[src/rtl/freq_input_conditioner.sv]
// ---------------------------------------------------------------------------
// freq_input_conditioner
//
// Front-end for the frequency counter.  The raw asynchronous measured signal
// is brought into the CLK domain through a plain flip-flop synchroniser.  It
// is then debounced by a four-state filter that only lets clean_out follow
// the synchronised level after FILTER_LEN consecutive differing samples.
// Every accepted transition produces a one-cycle rise or fall strobe.
// Pulses that start a pending transition but collapse before it completes
// are counted as glitches in a saturating diagnostic counter.
//
// Parameters:
//   SYNC_STAGES  synchroniser depth (>= 2)
//   FILTER_LEN   consecutive differing samples needed to toggle (>= 1)
//   CNT_W        width of glitch_count
//
// Ports:
//   CLK           system clock, everything on the rising edge
//   RST           synchronous active-high reset, overrides all other inputs
//   IN            raw asynchronous input under measurement
//   en            filter enable; low freezes filter state and outputs
//   glitch_clr    synchronous clear of glitch_count (wins over increment)
//   clean_out     filtered, synchronised level for the frequency counter
//   rise_pulse    one-cycle strobe when clean_out goes 0->1
//   fall_pulse    one-cycle strobe when clean_out goes 1->0
//   glitch_count  saturating count of rejected pulses
// ---------------------------------------------------------------------------
module freq_input_conditioner #(
    parameter int SYNC_STAGES = 2,
    parameter int FILTER_LEN  = 4,
    parameter int CNT_W       = 16
) (
    input  logic             CLK,
    input  logic             RST,
    input  logic             IN,
    input  logic             en,
    input  logic             glitch_clr,
    output logic             clean_out,
    output logic             rise_pulse,
    output logic             fall_pulse,
    output logic [CNT_W-1:0] glitch_count
);

    localparam int FCNT_W = $clog2(FILTER_LEN + 1);
    localparam logic [FCNT_W-1:0] FILTER_LAST = FCNT_W'(FILTER_LEN);
    localparam logic [FCNT_W-1:0] FCNT_ONE    = FCNT_W'(1);

    typedef enum logic [1:0] {
        STABLE_LOW  = 2'd0,
        PEND_HIGH   = 2'd1,
        STABLE_HIGH = 2'd2,
        PEND_LOW    = 2'd3
    } state_t;

    logic [SYNC_STAGES-1:0] sync_chain_q, sync_chain_d;
    logic                   sync_q;
    state_t                 state_q, state_d;
    logic [FCNT_W-1:0]      fcnt_q, fcnt_d;
    logic [FCNT_W-1:0]      fcnt_inc;
    logic                   clean_q, clean_d;
    logic                   rise_q, rise_d;
    logic                   fall_q, fall_d;
    logic [CNT_W-1:0]       glitch_q, glitch_d;
    logic                   glitch_inc;

    // Synchroniser: a bare shift register, IN enters at bit 0 and the
    // oldest sample leaves from the top bit.  It keeps running while the
    // filter is disabled so that re-enabling starts from a fresh level.
    always_comb begin
        sync_chain_d = {sync_chain_q[SYNC_STAGES-2:0], IN};
    end

    assign sync_q = sync_chain_q[SYNC_STAGES-1];

    // Filter next-state logic.  A PEND state counts agreeing samples; the
    // transition completes on the sample that brings the count up to
    // FILTER_LEN.  Falling back to the old STABLE state is a glitch.
    // Disabling the filter abandons any pending transition without counting
    // it and suppresses the strobes.
    always_comb begin
        state_d    = state_q;
        fcnt_d     = fcnt_q;
        clean_d    = clean_q;
        rise_d     = 1'b0;
        fall_d     = 1'b0;
        glitch_inc = 1'b0;
        fcnt_inc   = fcnt_q + FCNT_ONE;

        if (!en) begin
            fcnt_d = '0;
            if (state_q == PEND_HIGH) begin
                state_d = STABLE_LOW;
            end else if (state_q == PEND_LOW) begin
                state_d = STABLE_HIGH;
            end
        end else begin
            case (state_q)
                STABLE_LOW: begin
                    if (sync_q) begin
                        if (FILTER_LEN == 1) begin
                            state_d = STABLE_HIGH;
                            clean_d = 1'b1;
                            rise_d  = 1'b1;
                        end else begin
                            state_d = PEND_HIGH;
                            fcnt_d  = FCNT_ONE;
                        end
                    end
                end
                PEND_HIGH: begin
                    if (sync_q) begin
                        if (fcnt_inc == FILTER_LAST) begin
                            state_d = STABLE_HIGH;
                            clean_d = 1'b1;
                            rise_d  = 1'b1;
                            fcnt_d  = '0;
                        end else begin
                            fcnt_d = fcnt_inc;
                        end
                    end else begin
                        state_d    = STABLE_LOW;
                        fcnt_d     = '0;
                        glitch_inc = 1'b1;
                    end
                end
                STABLE_HIGH: begin
                    if (!sync_q) begin
                        if (FILTER_LEN == 1) begin
                            state_d = STABLE_LOW;
                            clean_d = 1'b0;
                            fall_d  = 1'b1;
                        end else begin
                            state_d = PEND_LOW;
                            fcnt_d  = FCNT_ONE;
                        end
                    end
                end
                PEND_LOW: begin
                    if (!sync_q) begin
                        if (fcnt_inc == FILTER_LAST) begin
                            state_d = STABLE_LOW;
                            clean_d = 1'b0;
                            fall_d  = 1'b1;
                            fcnt_d  = '0;
                        end else begin
                            fcnt_d = fcnt_inc;
                        end
                    end else begin
                        state_d    = STABLE_HIGH;
                        fcnt_d     = '0;
                        glitch_inc = 1'b1;
                    end
                end
                default: begin
                    state_d = STABLE_LOW;
                    fcnt_d  = '0;
                end
            endcase
        end
    end

    // Glitch counter: clear has priority, otherwise count up and stick at
    // all-ones rather than wrapping.
    always_comb begin
        glitch_d = glitch_q;
        if (glitch_clr) begin
            glitch_d = '0;
        end else if (glitch_inc && (glitch_q != {CNT_W{1'b1}})) begin
            glitch_d = glitch_q + CNT_W'(1);
        end
    end

    // State registers with synchronous reset.
    always_ff @(posedge CLK) begin
        if (RST) begin
            sync_chain_q <= '0;
            state_q      <= STABLE_LOW;
            fcnt_q       <= '0;
            clean_q      <= 1'b0;
            rise_q       <= 1'b0;
            fall_q       <= 1'b0;
            glitch_q     <= '0;
        end else begin
            sync_chain_q <= sync_chain_d;
            state_q      <= state_d;
            fcnt_q       <= fcnt_d;
            clean_q      <= clean_d;
            rise_q       <= rise_d;
            fall_q       <= fall_d;
            glitch_q     <= glitch_d;
        end
    end

    assign clean_out    = clean_q;
    assign rise_pulse   = rise_q;
    assign fall_pulse   = fall_q;
    assign glitch_count = glitch_q;

endmodule

[config.mk]
export PLATFORM = sky130hd
export DESIGN_NAME = freq_input_conditioner
export DESIGN_NICKNAME = d
export VERILOG_FILES = /design/src/rtl/freq_input_conditioner.sv
export SDC_FILE = /design/constraint.sdc
export NUM_CORES = 1
export LEC_CHECK = 0
export ABC_AREA = 1
export BUFFER_PORTS_ARGS = -buffer_cell sky130_fd_sc_hd__buf_2
export CAP_MARGIN = 10
export CELL_PAD_IN_SITES_DETAIL_PLACEMENT = 1
export CELL_PAD_IN_SITES_GLOBAL_PLACEMENT = 1
export CORE_ASPECT_RATIO = 0.7
export CORE_MARGIN = 4
export CORE_UTILIZATION = 41
export CTS_CLUSTER_SIZE = 20
export DETAILED_ROUTE_END_ITERATION = 6
export GPL_TIMING_DRIVEN = 0
export PLACE_DENSITY_LB_ADDON = 0.05
export SETUP_SLACK_MARGIN = 0.5
export SYNTH_ARGS = -nofsm -noshare
export SYNTH_HDL_FRONTEND = slang
export SYNTH_SLANG_ARGS = --single-unit
export TNS_END_PERCENT = 20
[constraint.sdc]
create_clock -name CLK -period 2.6 [get_ports CLK]
set_input_delay 0 -clock CLK [delete_from_list [all_inputs] [get_ports CLK]]
set_output_delay 0 -clock CLK [all_outputs]
set_load 0.01 [all_outputs]
# --- Yosys cells after proc, flatten, opt, wreduce, memory -nomap -nowiden ---
# Cells that the tools add are included.
classes:
  n_bitwise: 4
  muxes: 26
  n_eq_ne: 15
  reduce_logical: 11
  addsub: 2
ops:
  columns: ["operator", "count"]
  rows:
  - ["2-to-1 mux 2 bit", 9]
  - ["adder 16 x 1 -> 16 bit, second input constant", 1]
  - ["!= test 16 bit, second input constant", 1]
  - ["2-to-1 mux 3 bit", 5]
  - ["case mux 3 bit (4 select lines)", 1]
  - ["2-to-1 mux 1 bit", 8]
  - ["!= test 2 bit, second input constant", 4]
  - ["!= test 4 x 3 -> 1 bit, second input constant", 2]
  - ["case mux 2 bit (4 select lines)", 1]
  - ["OR reduction 4 bit", 2]
  - ["!= test 3 bit, second input constant", 2]
  - ["AND reduction 6 bit", 1]
  - ["AND reduction 5 bit", 1]
  - ["== test 2 bit, second input constant", 2]
  - ["!= test 2 x 1 -> 1 bit, second input constant", 2]
  - ["NOT 1 bit", 4]
  - ["case mux 1 bit (2 select lines)", 2]
  - ["OR reduction 2 bit", 2]
  - ["adder 3 x 1 -> 3 bit, second input constant", 1]
  - ["== test 3 bit, second input constant", 1]
  - ["nonzero test 3 bit", 1]
  - ["== test 2 x 1 -> 1 bit, second input constant", 1]
  - ["logical NOT 2 bit", 1]
  - ["AND reduction 2 bit", 1]
  - ["other kinds (2)", 2]
totals:
  wordCells: 65
  output_inout_bits: 19
  ff_bits: 26

# --- Longest topological paths before layout ---
depth:
  word_depth: 6
  depth_mapped: 11

# --- Worst setup path before layout ---
# Ideal clock, no wire load.
synth_timing:
  path_type: "register to register"
  from: "register glitch_q[0], in the netlist glitch_count[0]"
  to: "register glitch_q[14], in the netlist glitch_count[14]"
  path_slack_ns: 0.918
  path_stages_with_launch: 10
  arrival_ns: 1.549
  path_cell_list: "dfxtp_1 ha_1 clkinv_1 nor2_4 nand2_2 nor2_1 nor2_4 buf_4 nand2_1 a21oi_1"
synth_between:
  elab_chain_cells: 2
synth_rtl:
  columns: ["item", "line_no", "text"]
  rows:
  - ["start: declaration", "63", "logic [CNT_W-1:0] glitch_q, glitch_d;"]
  - ["start signal: assignment", "190", "glitch_q <= glitch_d;"]
  - ["parallel branches: the longest is 2 deep, another holds adder 16 x 1 -> 16 bit", null, null]
# Parallel ways; which one is timed is not known.
# A chain may end at the register's enable or synchronous reset.

# --- Worst setup path in the final report ---
layout_timing:
  from: "register glitch_q[1], in the netlist glitch_count[1]"
  to: "register glitch_q[14], in the netlist glitch_count[14]"
# The elaborated chain is that of the path after synthesis.

==> impl_summary.md <==
Run status
The flow ran to the end, and the final reports show no timing, DRC or antenna violations.

Timing
The clock arrives with roughly 0.0056 ns of skew. Setup violations remaining at the end of the flow were counted as 0. The final hold violation count came to 0. The number of pins with negative max-slew slack in the final report is 0.

Setup repair after global routing left no endpoint under its margin. Based on the critical path, the design can be clocked at up to 0.5269 GHz. The sum of negative setup slack is 0 ns. At the pin with the least slew margin, the transition time is roughly 0.53 ns. The part of the cycle the worst path needs is about three quarters. Headroom to the max-slew limit came out at 64.90%. The worst path meets setup with around 0.70 ns of slack. The worst path needs 1.898 ns of the cycle, external delays included.

Finish
The multi-input logic area is between 800 and 900 sq um. The post-route cell area is between 0.0015 and 0.002 sq mm. The post-layout net count is 270. The synthesis-to-finish area growth is 17.49%.

Leaving out filler cells and counting taps, the final layout contains 308. The number of diodes added for antenna fixing is 0. The final cell utilization of the core is between 50% and 60%. In the final layout, the share of cells above drive strength 1 is 14.94%.

Counting the fill cells in the layout gives roughly 480. The total area of sequential cells is around 520 sq um.

Place
Buffers placed on the I/O ports in this run total 23. Routability-driven placement finished with a final weighted congestion of around 0.78. The cell area after placement is roughly 0.0017 sq mm. The HPWL after detailed placement is roughly 3300 um. The pre-CTS setup slack is 0.6672 ns. Counting tap cells, the placed design contains a total of 301 instances.

Global route
The via count of the first global-routing pass is between 1500 and 2000. The total routing resource utilization after global routing is roughly a fifth. The global-route track usage on met2 is a little under a third.

The busiest layer in global routing is met2. The number of antenna violations at the first check in global routing is 0. The first-pass GRT wire length is between 7000 and 8000 um. The met3 layer usage reported by global route is roughly 4.4%. The total congestion overflow after global routing is 0. For met1 alone, demand over resource in global routing was about 28%. The pin count of the biggest net entering global routing is 15.

Synth
Summing the areas of all compound-gate instances in the mapped netlist gives ~11% of the synthesized area. The post-synthesis sequential area ratio is 34.99%. The average size of a mapped cell is 6.440 sq um. The mapped cell area is about 0.0015 sq mm. The total of warnings raised by yosys is 0. Of the post-synthesis cell area, the part taken by muxes is 0%. Synthesis produced a netlist with a net count of ~240.

The synthesized netlist contains 27 unique library cells. Summing the areas of all and, or, nand and nor instances in the mapped netlist gives between 30% and 40% of the synthesized area. The combinational family with the most area after synthesis is simple AND/OR/NAND/NOR gates. Counting every instance in the synthesized netlist gives ~230. The synthesized-area fraction occupied by adder cells is under 10%. Counting flops and latches in the post-synthesis netlist gives 26. The synthesized-area fraction occupied by xor and xnor cells is between 5 and 6%.

Route
The detailed router placed 1550 vias in this run. The aggregate routed wire length is between 4000 and 5000 um. The detailed router finished its first iteration with 53 violations.

The DRC violation count after routing is 0. Dividing the detail-routed via count by the number of cells gives a little over 5. The number of nets still failing antenna checks after routing is 0. The total iterations of the first detailed-routing run is 4. The per-cell routed wire length is 13.77 um.

Clock tree
After clock tree synthesis, the clock-pin slew on the worst setup and hold paths is around 0.090 ns. The clock latency at the later pin of the worst-skew pair is about 0.27 ns. Clock tree synthesis selected as its root buffer the cell clkbuf_8. The clock net sink count is 26.

The depth of the CTS H-tree is 1. The clock passes through at most 2 buffers. The TritonCTS clock tree is done. Clock tree synthesis inserted a total of 3 buffers.

Worst setup path
The type of element capturing the critical path is a flop. The type of element launching the critical path is a flop. The worst-path maximum fanout is 10. Data on the critical path arrives at its endpoint at between 2 and 2.5 ns. By startpoint and endpoint, the worst setup path is classified as flop to flop. For the worst setup path, the data required time is 2.75 ns.

Pwr
Across the VDD grid, the largest voltage drop is around 250 uV. The cell area power density is around 440 mW/mm^2. The static power due to leakage is around 0.73 nW.

Floorplanning
The floorplan step set the die height to roughly 58 um. The core region is approximately 0.0033 sq mm. From left edge to right edge, the die measures around 80 um. The initial cell density of the core is between 40 and 50%. The count of boundary I/O pins is 24.

The row count is 17. The die covers roughly 0.0047 sq mm.

Job
The total of max-cap violations is 0.

Hold path
The class of the tightest hold or removal check is input pin to flop.
## flip-flops by register name, indices dropped and copies added (netlist names), named ones only
name          cells
sync_chain_q      2
state_q           1
fall_pulse        1
glitch_count     16
rise_pulse        1
fcnt_q            3
clean_out         1
## stage by stage
step,hold WS [ns],total power [mW]
after floorplan,0.07118,0.4848
after global placement,0.2015,0.5113
after detailed placement,0.2353,0.5135
after CTS,0.01317,0.7780
after global routing,0.01878,0.8090
final,0.007467,0.7720
## synthesized netlist by cell type, drive strengths merged
library cell	count	share of area, %
nand2	72	18
nor2	32	9.3
inv	31	7.8
dfxtp	26	35
a21oi	19	6.4
nand3	12	4.0
o21ai	10	4.1
xor2	6	3.5
nor3	5	2.0
ha	3	2.5
nand4	3	1.3
xnor2	3	1.8
buf	2	1.3
clkinv	2	0.50
clkbuf	1	0.25
nand3b	1	0.50
nor3b	1	0.50
o211ai	1	0.50
o22ai	1	0.42
## area by class of cell
cell class                 count  area share [%]
tap                           47           3.364
inverter                      33           7.087
clock buffer                   4           3.150
sequential                    26           29.85
buffer                         3           1.288
timing repair buffer          26           8.303
multi-input combinational    169           46.96
## worst max-delay path, cell delays in order, from the launching register on
cell,delay (ns)
dfxtp_1,0.42
ha_1,0.26
clkinv_1,0.15
nor2_4,0.20
nand2_2,0.11
nor2_1,0.22
nor2_4,0.09
buf_4,0.19
nand2_1,0.08
a21oi_1,0.05
## timing repair
item / 4_1_cts / 5_1_grt
endpoints found under the hold margin: 2 / 0
setup endpoints to repair: 0 / 15
setup buffers: 0 / 0
resized for setup: 0 / 1
hold buffers: 3 / 0
## per-layer routing
metal,share of wire [%],routed length [um]
met1,51,2153
met2,43,1840
met3,5.2,222
met4,0.57,24
met5,0,0
## cell families after synthesis
logic type / after synthesis
AO/OA/AOI/OAI: 31
XOR/XNOR: 9
adder cells (fa/ha/maj): 3
buffers and inverters: 36
flip-flops: 26
AND/OR/NAND/NOR: 126
## layout by cell type, fill, tap and decap left out, types with 4 or more instances in the layout
cell,n
nand2_1,71
nor2_1,29
inv_1,28
dfxtp_1,25
buf_2,23
a21oi_1,19
nand3_1,12
o21ai_0,6
xor2_1,6
nor3_1,4
clkbuf_8,4
## where the power goes
group | total (mW) | internal (mW) | switching, mW
combinational | 0.0910 | 0.0316 | 0.0594
clock | 0.264 | 0.135 | 0.129
sequential | 0.417 | 0.405 | 0.0114
## worst paths after layout
check	startpoint	to	slack, ns	cells past startpoint
worst max-delay path	glitch_count[1]$_SDFFE_PP0P_	glitch_count[14]$_SDFFE_PP0P_	0.70	9
worst min-delay path	glitch_clr	glitch_count[0]$_SDFFE_PP0P_	0.007	4
worst max register to register	glitch_count[1]$_SDFFE_PP0P_	glitch_count[14]$_SDFFE_PP0P_	0.70	9
worst min register to register	sync_chain_q[0]$_SDFF_PP0_	sync_chain_q[1]$_SDFF_PP0_	0.43	2
No activity file was read; power rests on OpenSTA's default activity.
